<file path="config.mk">
export PLATFORM = sky130hd
export DESIGN_NAME = sid_reg_sched
export DESIGN_NICKNAME = d
export VERILOG_FILES = /design/src/rtl/sid_pkg.sv /design/src/rtl/sid_wr_fifo.sv /design/src/rtl/sid_reg_sched.sv
export SDC_FILE = /design/constraint.sdc
export NUM_CORES = 1
export LEC_CHECK = 0
export BUFFER_PORTS_ARGS = -buffer_cell sky130_fd_sc_hd__buf_2
export CORE_MARGIN = 4
export CORE_UTILIZATION = 28
export DETAILED_ROUTE_END_ITERATION = 7
export PLACE_DENSITY = 0.42
export RECOVER_POWER = 100
export SETUP_SLACK_MARGIN = 0.02
export SLEW_MARGIN = 10
export SYNTH_ARGS = -nofsm -noshare
export SYNTH_HDL_FRONTEND = slang
export SYNTH_SLANG_ARGS = --single-unit
</file>
<file path="constraint.sdc">
create_clock -name clk -period 5.2 [get_ports clk]
set_clock_uncertainty 0.2 [all_clocks]
set_input_delay 0 -clock clk [delete_from_list [all_inputs] [get_ports clk]]
set_output_delay 0 -clock clk [all_outputs]
set_load 0.1 [all_outputs]
</file>
<file path="src/rtl/sid_pkg.sv">
// Shared constants and types for the voice bank register bus.
package sid_pkg;

  localparam int SID_ADDR_W = 5;
  localparam int SID_DATA_W = 8;
  localparam int SID_WR_W   = SID_ADDR_W + SID_DATA_W;

  // Highest writable register; anything above is discarded.
  localparam logic [SID_ADDR_W-1:0] SID_LAST_REG    = 5'h18;

  localparam logic [SID_ADDR_W-1:0] SID_VOICE1_BASE = 5'h00;
  localparam logic [SID_ADDR_W-1:0] SID_VOICE2_BASE = 5'h07;
  localparam logic [SID_ADDR_W-1:0] SID_VOICE3_BASE = 5'h0E;

  // Per-voice register offsets from the voice base.
  typedef enum logic [2:0] {
    FREQ_LO = 3'd0,
    FREQ_HI = 3'd1,
    PW_LO   = 3'd2,
    PW_HI   = 3'd3,
    CTRL    = 3'd4
  } sid_voice_reg_e;

  // One queued register write.
  typedef struct packed {
    logic [SID_ADDR_W-1:0] addr;
    logic [SID_DATA_W-1:0] data;
  } sid_wr_t;

  // True when the address maps onto a real register.
  function automatic logic sid_writable(input logic [SID_ADDR_W-1:0] addr);
    return (addr <= SID_LAST_REG);
  endfunction

endpackage

</file>
<file path="src/rtl/sid_wr_fifo.sv">
// Show-ahead synchronous FIFO of {addr, data} writes for the host port.
module sid_wr_fifo
  import sid_pkg::*;
#(
  parameter int DEPTH = 4
) (
  input  logic    clk,
  input  logic    rst_n,
  input  logic    push,
  input  logic    pop,
  input  sid_wr_t wdata,
  output sid_wr_t rdata,
  output logic    full,
  output logic    empty
);

  localparam int PTR_W = $clog2(DEPTH);
  localparam logic [PTR_W:0] PTR_ONE = 1;

  logic [PTR_W:0] wr_ptr_r;
  logic [PTR_W:0] rd_ptr_r;
  sid_wr_t        mem_r [DEPTH];
  logic           do_push_s;
  logic           do_pop_s;

  // Extra pointer bit distinguishes full from empty when indices match.
  assign empty     = (wr_ptr_r == rd_ptr_r);
  assign full      = (wr_ptr_r[PTR_W] != rd_ptr_r[PTR_W]) &&
                     (wr_ptr_r[PTR_W-1:0] == rd_ptr_r[PTR_W-1:0]);
  assign do_pop_s  = pop && !empty;
  // A pop frees the slot being written, so push-while-full is legal with a pop.
  assign do_push_s = push && (!full || do_pop_s);
  assign rdata     = mem_r[rd_ptr_r[PTR_W-1:0]];

  // Storage and pointer update; reset flushes all entries.
  always_ff @(posedge clk or negedge rst_n) begin
    if (!rst_n) begin
      wr_ptr_r <= '0;
      rd_ptr_r <= '0;
      for (int i = 0; i < DEPTH; i++) begin
        mem_r[i] <= '0;
      end
    end else begin
      if (do_push_s) begin
        mem_r[wr_ptr_r[PTR_W-1:0]] <= wdata;
        wr_ptr_r                   <= wr_ptr_r + PTR_ONE;
      end
      if (do_pop_s) begin
        rd_ptr_r <= rd_ptr_r + PTR_ONE;
      end
    end
  end

endmodule

</file>
<file path="src/rtl/sid_reg_sched.sv">
// Voice bank register bus scheduler: tick divider, two-port round-robin
// arbiter, address filter and registered bus outputs.
module sid_reg_sched
  import sid_pkg::*;
#(
  parameter int CLK_DIV    = 12,
  parameter int FIFO_DEPTH = 4
) (
  input  logic                  clk,
  input  logic                  iRstN,
  input  logic                  iAValid,
  input  logic [SID_ADDR_W-1:0] iAAddr,
  input  logic [SID_DATA_W-1:0] iAData,
  output logic                  oAReady,
  input  logic                  iBValid,
  input  logic [SID_ADDR_W-1:0] iBAddr,
  input  logic [SID_DATA_W-1:0] iBData,
  output logic                  oBReady,
  output logic                  oClkEn,
  output logic                  oWE,
  output logic [SID_ADDR_W-1:0] oAddr,
  output logic [SID_DATA_W-1:0] oData,
  output logic                  oDrop,
  output logic [7:0]            oDropCnt
);

  localparam int              CNT_W    = $clog2(CLK_DIV);
  localparam logic [CNT_W-1:0] CNT_LAST = CNT_W'(CLK_DIV - 1);
  localparam logic [CNT_W-1:0] CNT_ONE  = 1;

  logic [CNT_W-1:0]      cnt_r;
  logic                  clk_en_r;
  logic                  rr_last_b_r;
  logic                  we_r;
  logic                  drop_r;
  logic [SID_ADDR_W-1:0] addr_r;
  logic [SID_DATA_W-1:0] data_r;
  logic [7:0]            drop_cnt_r;

  logic                  fifo_full_s;
  logic                  fifo_empty_s;
  sid_wr_t               fifo_rdata_s;
  sid_wr_t               a_wr_s;
  logic                  slot_s;
  logic                  grant_a_s;
  logic                  grant_b_s;
  sid_wr_t               sel_s;

  assign a_wr_s  = '{addr: iAAddr, data: iAData};
  assign oAReady = !fifo_full_s;
  assign oBReady = grant_b_s;

  sid_wr_fifo #(
    .DEPTH (FIFO_DEPTH)
  ) u_fifo (
    .clk   (clk),
    .rst_n (iRstN),
    .push  (iAValid && !fifo_full_s),
    .pop   (grant_a_s),
    .wdata (a_wr_s),
    .rdata (fifo_rdata_s),
    .full  (fifo_full_s),
    .empty (fifo_empty_s)
  );

  // Tick divider; the tick pulse appears in the cycle after the last count.
  always_ff @(posedge clk or negedge iRstN) begin
    if (!iRstN) begin
      cnt_r    <= '0;
      clk_en_r <= 1'b0;
    end else begin
      clk_en_r <= (cnt_r == CNT_LAST);
      if (cnt_r == CNT_LAST) begin
        cnt_r <= '0;
      end else begin
        cnt_r <= cnt_r + CNT_ONE;
      end
    end
  end

  // Slot availability and round-robin grant between host FIFO and playback port.
  always_comb begin
    slot_s    = (cnt_r != CNT_LAST);
    grant_a_s = 1'b0;
    grant_b_s = 1'b0;
    if (slot_s) begin
      case ({!fifo_empty_s, iBValid})
        2'b10:   grant_a_s = 1'b1;
        2'b01:   grant_b_s = 1'b1;
        2'b11: begin
          if (rr_last_b_r) begin
            grant_a_s = 1'b1;
          end else begin
            grant_b_s = 1'b1;
          end
        end
        default: begin
          grant_a_s = 1'b0;
          grant_b_s = 1'b0;
        end
      endcase
    end else begin
      grant_a_s = 1'b0;
      grant_b_s = 1'b0;
    end
    if (grant_a_s) begin
      sel_s = fifo_rdata_s;
    end else begin
      sel_s = '{addr: iBAddr, data: iBData};
    end
  end

  // Output stage: write strobe or drop pulse, RR pointer and drop counter.
  always_ff @(posedge clk or negedge iRstN) begin
    if (!iRstN) begin
      rr_last_b_r <= 1'b1;
      we_r        <= 1'b0;
      drop_r      <= 1'b0;
      addr_r      <= '0;
      data_r      <= '0;
      drop_cnt_r  <= 8'h00;
    end else begin
      we_r   <= 1'b0;
      drop_r <= 1'b0;
      if (grant_a_s || grant_b_s) begin
        rr_last_b_r <= grant_b_s;
        if (sid_writable(sel_s.addr)) begin
          we_r   <= 1'b1;
          addr_r <= sel_s.addr;
          data_r <= sel_s.data;
        end else begin
          drop_r <= 1'b1;
          if (drop_cnt_r != 8'hFF) begin
            drop_cnt_r <= drop_cnt_r + 8'h01;
          end
        end
      end
    end
  end

  assign oClkEn   = clk_en_r;
  assign oWE      = we_r;
  assign oAddr    = addr_r;
  assign oData    = data_r;
  assign oDrop    = drop_r;
  assign oDropCnt = drop_cnt_r;

endmodule

</file>
==> impl_metrics.yaml, run 1 <==
finish:
  antenna_cells: 0
  nNetsFinal: 395
  area_growth_pct: 23.99
  drive_above_1_share_pct: 36.36
setup_path:
  crit_type: "reg2reg"
  startpoint_type: "flip-flop"
  cp-startpoint: "u_fifo.rd_ptr_r[1]$_DFFE_PN0P_"
  worst_r2r_startpoint: "u_fifo.rd_ptr_r[1]$_DFFE_PN0P_"
  cp-end-kind: "flip-flop"
  cp_data_required_time_ns: 5.23
  critPathMaxFanout: 16
  cp.arrival_ns: 3.81
logic_synthesis:
  yosysMostFrequentCell: "dfrtp_1"
  ys.flop_type: "dfrtp_1"
  synth-warning-count: 0
  netlist_area_um2: 4038
  yosys.area_share.simple_pct: 4.865
  synth_top_family_by_area: "multiplexers"
  yosys.area.top_type: "dfrtp_1"
  synth_commonest_cells: "dfrtp_1 (86), mux2_2 (71), mux4_2 (11), nand2_1 (11), xor2_1 (11)"
  syn_avg_cell_area_um2: 14.95
  syn-instance-count: 270
  synth_nets: 307
  yosysUniqueCellTypes: 36
  synth-seq-area-share_pct: 53.95
  ys_async_sr_fraction_pct: 100.0
  synth_edf_count: 0
  synthTopCellsByArea: "dfrtp_1 (53%), mux2_2 (20%), mux4_2 (6.1%)"
  synth.top_cell.area_share_pct: 53.30
  synth-compound-area-share_pct: 3.254
  muxShareOfSynthArea_pct: 30.59
  synthAdderAreaFrac_pct: 2.169
  synthXorXnorAreaFrac_pct: 3.254
  synth_seq_cells: 87
sta:
  fin_tns_setup_ns: 0
  tightest_slew_ns: 1.506
  finalSetupViolations: 0
  holdWs_ns: 0.2500
  period_share_pct: 72.66
  fmax_ghz: 0.2647
  relSlewSlack_pct: -0.4292
  hold_viol_final: 0
  report.final.slew_viol_count: 27
  rsz0062_at_grt: "false"
  finalCriticalPeriod_ns: 3.778
place:
  gp_congestion: 0.6911
  hpwl_um: 6011
  portBuffers: 55
route:
  dr.pass1.iters: 4
  postRouteAntennaNets: 0
  drc: 0
  vias: 2454
  drtIter0Drc: 138
  wl_per_cell_um: 16.68
  routed_via_density: 4.519
  drt_wl_total_um: 9059
clocking:
  cts_resized: 0
  cts_buffers: 9
  clock_sinks: 87
  h-tree-depth: 3
  clk_latency_ns: 0.35
  clockRootBuffer: "clkbuf_16"
  clock_path_buffers: 2
  cts_tree: "built"
  path_clk_slew_ns: 0.06
grt:
  grt_usage_pct: 11.75
  grt_max_degree: 60
  first_global_vias: 2616
  overflow: 0
  grt_pass1_wl_um: 14420
  antenna_found_initial: 0
die:
  rows: 43
  coreArea_um2: 13990
  initial_utilization_pct: 28.86
  die_x_um: 128.1
  die_area_um2: 16410
  fp.dieH_um: 128.1
  io_pins: 56
flow_run:
  cap_violations: 1
worst_hold_path:
  hold_path_class: "in2reg"
  hold_start: "iBAddr[0]"
outcome:
  failed_checks: "capacitance limit, slew limit"
  status: "finished, violations left"
-- registers in the layout, indices dropped and copies added (netlist names) --
signal	cells
u_fifo.mem_r	52
oData	8
oDropCnt	8
oAddr	5
cnt_r	4
u_fifo.rd_ptr_r	3
u_fifo.wr_ptr_r	3
oClkEn	1
oDrop	1
oWE	1
rr_last_b_r	1
-- through the flow --
step                setup WS (ns)  util (%)  cells  instance area (um2)
floorplan                   2.082         -    270                 4038
CTS                         1.668     36.49    543                 5105
finish                      1.422     35.79    543                 5006
global placement            1.799     32.20    497                 4504
detailed placement          1.696     32.20    497                 4504
global route                1.108     35.79    543                 5006
-- timing repair --
action,4_1_cts,5_1_grt
buffers inserted,0,0
hold buffers,30,0
hold endpoints to repair,95,0
-- layout by cell type, fill, tap and decap left out, types with 5 or more instances in the layout --
cell type | synthesis | final
buf_2 | 2 | 28
dlygate4sd3_1 | 0 | 29
inv_1 | 5 | 5
mux4_2 | 11 | 11
mux2_2 | 71 | 71
dfrtp_1 | 86 | 86
ha_1 | 7 | 7
clkbuf_1 | 3 | 30
mux2_1 | 0 | 9
nor2_1 | 4 | 5
nand2_1 | 11 | 11
xor2_1 | 11 | 11
clkbuf_16 | 0 | 9
-- final timing paths --
check,to,slack (ns),cells past startpoint
worst max-delay path,oData[2]$_DFFE_PN0P_,1.42,6
worst min-delay path,oAddr[0]$_DFFE_PN0P_,0.25,4
worst max register to register,oData[2]$_DFFE_PN0P_,1.42,6
max in group asynchronous,u_fifo.mem_r[33]$_DFFE_PN0P_,2.81,4
worst min register to register,cnt_r[0]$_DFF_PN0_,0.26,1
min in group asynchronous,rr_last_b_r$_DFFE_PN1P_,0.55,3
-- final cells by class --
cell class,count,area [um2]
clock inverters,6,61.31
repair buffers,88,554.3
flip-flops and latches,87,2178
inverters,5,18.77
multi-input cells,167,1739
clock buffers,10,229.0
well taps,180,225.2
fillers,1397,8982
-- per-layer routing --
layer / up-vias / track usage, % / routed length, um / part of all wire, %
met1: 1239 / 15.01 / 4250 / 47
met5: - / 0 / 0 / 0
met3: 10 / 3.958 / 416 / 4.6
met4: 0 / 3.933 / 124 / 1.4
met2: 48 / 18.73 / 4268 / 47
li1: 1157 / - / - / -
-- logic make-up after synthesis --
family	Yosys count
mux	93
flops	87
xor+xnor	15
fa+ha+maj	7
simple gates	37
compound gates	15
buf+inv	16
-- worst max-delay path: stages, from the launching register on --
cell	delay, ns
dfrtp_1	0.83
xor2_1	0.27
nor3_1	0.10
nor2_1	0.76
a31oi_1	0.51
o21bai_4	0.57
mux2_2	0.40
Power of run 1 is left out: the tool's default activity adds up to more than one toggle a clock period on the data nets, which glitch-free logic cannot reach.
==> run 2: changes to the inputs <==
- ABC_AREA: unset -> 1
- PLACE_DENSITY: 0.42 -> 0.43
- clock period: 5.2 -> 3.1 ns (I/O delays scaled with it)
==> impl_metrics.yaml, run 2 <==
outcome:
  status: "completed"
place:
  hpwl_um: 7101
  gp_congestion: 0.7707
  portBuffers: 55
finish:
  mostFrequentLayoutCells: "nand2_1 (142), o21ai_0 (92), dfrtp_1 (86)"
  utilization_pct: 34.83
  nNetsFinal: 611
  largest_reg_flops: 52
  area_growth_pct: 22.13
  mostFrequentLayoutCell: "nand2_1"
  antenna_cells: 0
  largest_register: "u_fifo.mem_r"
  drive_above_1_share_pct: 11.25
  nFillCells: 1572
clocking:
  cts_buffers: 9
  h-tree-depth: 3
  clock_sinks: 87
  clock_path_buffers: 2
  cts-hold-fix-buffers: 29
  path_clk_slew_ns: 0.06
  cts_tree: "built"
  cts_setup_buffers: 0
  cts_resized: 0
  clk_latency_ns: 0.35
  clockRootBuffer: "clkbuf_16"
sta:
  fin_tns_setup_ns: 0
  finalCriticalPeriod_ns: 2.644
  relSlewSlack_pct: 15.90
  rsz0062_at_grt: "false"
  hold_viol_final: 0
  fmax_ghz: 0.3782
  finalSetupViolations: 0
  tightest_slew_ns: 1.261
  period_share_pct: 85.29
  report.final.slew_viol_count: 0
pwr:
  p_per_area_nw_per_um2: 1227
  peakVddDrop_uv: 366.8
  p_leak_nw: 2.532
die:
  initial_utilization_pct: 28.52
  die_area_um2: 16820
  rows: 44
  io_pins: 56
  fp.dieH_um: 129.7
  coreArea_um2: 14530
  die_x_um: 129.7
logic_synthesis:
  ys_async_sr_fraction_pct: 100.0
  netlist_area_um2: 4145
  synth_seq_cells: 87
  yosys.area.top_type: "dfrtp_1"
  syn-instance-count: 494
  synthTopCellsByArea: "dfrtp_1 (52%), nand2_1 (13%), o21ai_0 (9.8%)"
  synth.top_cell.area_share_pct: 51.92
  syn_avg_cell_area_um2: 8.391
  synth_nets: 531
  yosysUniqueCellTypes: 26
  synth_commonest_cells: "nand2_1 (139), dfrtp_1 (86), o21ai_0 (81), inv_1 (47), nor2_1 (36)"
  synth-warning-count: 0
  synth_edf_count: 0
  yosysMostFrequentCell: "nand2_1"
  ys.flop_type: "dfrtp_1"
  synth-seq-area-share_pct: 52.55
grt:
  grt_usage_pct: 13.38
  overflow: 0
  antenna_found_initial: 0
  grt_max_degree: 46
  first_global_vias: 3436
  grt_pass1_wl_um: 17600
route:
  dr.pass1.iters: 4
  wl_per_cell_um: 13.52
  routed_via_density: 4.392
  drc: 0
  drt_wl_total_um: 10310
  postRouteAntennaNets: 0
  vias: 3347
  drtIter0Drc: 213
setup_path:
  startpoint_type: "flip-flop"
  r2r_setup_slack_ns: 0.46
  cp-end-kind: "flip-flop"
  crit_type: "reg2reg"
  reg2reg_depth: 13
  cp.arrival_ns: 2.68
  critPathMaxFanout: 16
  cp_data_required_time_ns: 3.14
worst_hold_path:
  hold_path_class: "in2async"
flow_run:
  cap_violations: 0
[run 2: cell count changes in the layout (fill, tap and decap cells not counted), moves of 3 or more]
| cell | previous run | this run |
|---|---|---|
| nand2_2 | 0 | 6 |
| mux2_1 | 9 | 0 |
| o21ai_0 | 4 | 92 |
| nor2_1 | 5 | 36 |
| nand3_1 | 4 | 29 |
| and3_1 | 3 | 0 |
| inv_1 | 5 | 50 |
| xnor2_1 | 4 | 1 |
| mux4_2 | 11 | 0 |
| nor4_1 | 4 | 0 |
| nand2_1 | 11 | 142 |
| a21oi_1 | 3 | 0 |
| mux2_2 | 71 | 0 |
| clkbuf_2 | 0 | 3 |
[run 2: path summary, 6_finish.rpt]
path | startpoint | end
worst min-delay path | iRstN | oClkEn$_DFF_PN0_
worst max register to register | u_fifo.rd_ptr_r[0]$_DFFE_PN0P_ | oDropCnt[0]$_DFFE_PN0P_
worst max-delay path | u_fifo.rd_ptr_r[0]$_DFFE_PN0P_ | oDropCnt[0]$_DFFE_PN0P_
min in group clk | u_fifo.mem_r[0]$_DFFE_PN0P_ | u_fifo.mem_r[0]$_DFFE_PN0P_
worst min register to register | u_fifo.mem_r[0]$_DFFE_PN0P_ | u_fifo.mem_r[0]$_DFFE_PN0P_
max in group asynchronous | iRstN | oAddr[2]$_DFFE_PN0P_
[run 2: cell type report]
| type | instances | area [um2] | area share, % |
|---|---|---|---|
| multi-input cells | 335 | 1613 | 31.86 |
| well taps | 184 | 230.2 | 4.548 |
| flip-flops and latches | 87 | 2178 | 43.03 |
| clock buffers | 11 | 232.7 | 4.597 |
| repair buffers | 89 | 565.5 | 11.17 |
| clock inverters | 4 | 47.55 | 0.9392 |
| inverters | 52 | 195.2 | 3.856 |
[run 2: critical path, stage by stage, from the launching register on]
cell	delay [ns]
dfrtp_1	0.53
inv_1	0.37
buf_4	0.30
nand2_1	0.07
nand2_1	0.06
nand2_1	0.05
nand2_1	0.08
inv_1	0.04
nand3_1	0.06
nand2_1	0.10
nor2_4	0.11
nand4_1	0.33
nand2_1	0.16
nand2_1	0.06
[run 2: metrics by stage]
stage               std cells  area, um2  setup slack [ns]  power [W]  hold slack [ns]
global placement          718       4573            0.5971   0.005352          -0.1538
detailed placement        718       4573            0.5379   0.005378          -0.1458
CTS                       762       5144            0.5279   0.006490          0.04492
finish                    762       5062            0.4559   0.006209           0.2300
floorplan                 494       4145            0.1401   0.004744          -0.4956
global route              762       5062            0.2157   0.006774           0.2957
[run 2: kinds of logic (layout without fill, tap and decap cells)]
kind of cell | Yosys count | count (layout) | share of synthesized area [%]
buf+inv | 72 | 156 | 7.546
simple gates | 223 | 223 | 23.03
compound gates | 94 | 94 | 12.25
xor+xnor | 11 | 11 | 2.506
flops | 87 | 87 | 52.55
fa+ha+maj | 7 | 7 | 2.113
[run 2: where the power goes]
group	leakage, nW	total (W)	internal (W)	switching [W]
registers	1.09	0.00198	0.00165	0.000332
logic	1.31	0.00318	0.000771	0.00240
clock network	0.135	0.00106	0.000618	0.000438
[run 2: per-layer routing]
layer | track usage (%) | up-vias | share of wire, %
li1 | - | 1729 | -
met4 | 5.685 | 0 | 2.1
met2 | 20.44 | 67 | 42
met1 | 18.69 | 1538 | 51
met5 | 0 | - | 0
met3 | 2.350 | 13 | 4.5
Power figures use the tool's default switching activity.
==> run 3: changes to the inputs <==
- PLACE_DENSITY: 0.43 -> unset
- PLACE_DENSITY_LB_ADDON: unset -> 0.08
==> impl_metrics.yaml, run 3 (same netlist as run 2, synthesis figures left out) <==
route:
  top_layer: "met4"
  drtIter0Drc: 239
  routed_via_density: 4.409
  wl_met1_um: 5473
  wl_met3_um: 514
  postRouteAntennaNets: 0
  drt_wl_total_um: 10570
  drc: 0
  dr.pass1.iters: 5
  vias: 3360
  wl_met2_um: 4422
  wl_per_cell_um: 13.87
clocking:
  cts_tree: "built"
  h-tree-depth: 3
  cts-hold-fix-buffers: 29
  clk_latency_ns: 0.34
  clock_sinks: 87
  clockRootBuffer: "clkbuf_16"
  cts_resized: 0
  path_clk_slew_ns: 0.06
  clock_path_buffers: 2
  cts_buffers: 9
  cts_setup_buffers: 0
place:
  portBuffers: 55
  gp_congestion: 0.7587
  dpl_worst_slack_ns: 0.8079
  hpwl_um: 7093
  place_area_um2: 4578
grt:
  grt_usage_pct: 13.34
  antenna_found_initial: 0
  grt_pass1_wl_um: 17480
  grt_max_degree: 48
  first_global_vias: 3310
  overflow: 0
finish:
  nFillCells: 1574
  drive_above_1_share_pct: 11.25
  largest_reg_flops: 52
  finalInstanceArea_um2: 5066
  mostFrequentLayoutCells: "nand2_1 (144), o21ai_0 (93), dfrtp_1 (86)"
  mostFrequentLayoutCell: "nand2_1"
  area_growth_pct: 22.22
  largest_register: "u_fifo.mem_r"
  nNetsFinal: 610
  antenna_cells: 0
die:
  die_area_um2: 16820
  initial_utilization_pct: 28.52
  io_pins: 56
  die_x_um: 129.7
  coreArea_um2: 14530
  fp.dieH_um: 129.7
  rows: 44
sta:
  hold_viol_final: 0
  fmax_ghz: 0.3924
  finalCriticalPeriod_ns: 2.549
  tightest_slew_ns: 1.199
  finalSetupViolations: 0
  relSlewSlack_pct: 20.39
  rsz0062_at_grt: "false"
  period_share_pct: 82.22
  report.final.slew_viol_count: 0
  setup_slack_ns: 0.5513
  fin_tns_setup_ns: 0
  holdWs_ns: 0.2122
setup_path:
  worst_r2r_startpoint: "cnt_r[0]$_DFF_PN0_"
  crit_type: "reg2reg"
  cp.arrival_ns: 2.58
  reg2reg_depth: 13
  cp-startpoint: "cnt_r[0]$_DFF_PN0_"
  cp_data_required_time_ns: 3.13
  cp-end-kind: "flip-flop"
  r2r_setup_slack_ns: 0.55
  startpoint_type: "flip-flop"
  critPathMaxFanout: 8
  reg2reg_to: "oDropCnt[5]$_DFFE_PN0P_"
pwr:
  sw_frac_of_total_pct: 51.65
  peakVddDrop_uv: 365.0
  p_leak_nw: 2.524
  switchingPower_w: 0.003197
  comb_power_share_pct: 51.6
  p_per_area_nw_per_um2: 1222
  p_seq_share_pct: 31.5
  clkPwrFrac_pct: 16.9
  p_int_w: 0.002993
flow_run:
  cap_violations: 0
outcome:
  status: "completed"
worst_hold_path:
  hold_path_class: "in2async"
-- run 3: how the worst max path moves through the flow --
stage,endpoint,slack (ns),cells past startpoint
floorplan,u_fifo.mem_r[0]$_DFFE_PN0P_,0.14,8
global placement,oDropCnt[0]$_DFFE_PN0P_,0.84,10
detailed placement,oDropCnt[5]$_DFFE_PN0P_,0.81,10
CTS,oBReady,0.80,8
global route,u_fifo.mem_r[33]$_DFFE_PN0P_,0.32,9
finish,oDropCnt[5]$_DFFE_PN0P_,0.55,13
-- run 3: area by class of cell --
cell class | count | area [um2] | share of cell area, %
sequential | 87 | 2178 | 43.00
multi-input combinational | 335 | 1600 | 31.59
timing repair buffer | 88 | 576.8 | 11.39
clock buffer | 11 | 252.7 | 4.989
tap | 184 | 230.2 | 4.544
inverter | 52 | 195.2 | 3.853
clock inverter | 5 | 32.53 | 0.6421
-- run 3: per-layer routing --
| metal | global-route usage [%] | vias to the layer above |
|---|---|---|
| met1 | 18.96 | 1570 |
| li1 | - | 1711 |
| met3 | 2.556 | 12 |
| met2 | 19.99 | 67 |
| met5 | 0 | - |
| met4 | 5.379 | 0 |
-- run 3: through the flow --
step / cells / util, % / total power [W]
2_1_floorplan: 494 / - / 0.004744
3_3_place_gp: 717 / 31.50 / 0.005356
3_5_place_dp: 717 / 31.50 / 0.005398
4_1_cts: 762 / 35.46 / 0.006500
5_1_grt: 762 / 34.86 / 0.006738
6_report: 762 / 34.86 / 0.006190
-- run 3: power groups by stage --
stage / registers (W) / logic [W] / clock network (W)
final: 0.00195 / 0.00320 / 0.00105
after global routing: 0.00201 / 0.00361 / 0.00112
after CTS: 0.00195 / 0.00347 / 0.00109
after detailed placement: 0.00196 / 0.00344 / 0
after global placement: 0.00195 / 0.00341 / 0
after floorplan: 0.00274 / 0.00200 / 0
-- run 3: critical path, cell delays in order (launching register included) --
cell      delay (ns)
dfrtp_1         0.40
ha_1            0.22
nand2_1         0.09
clkinv_1        0.07
nand2_1         0.11
nand2_1         0.07
inv_1           0.18
nand2_4         0.11
nand2_1         0.07
nand2_1         0.07
nor2_1          0.25
nand4_1         0.37
nand2_1         0.17
nand2_1         0.06
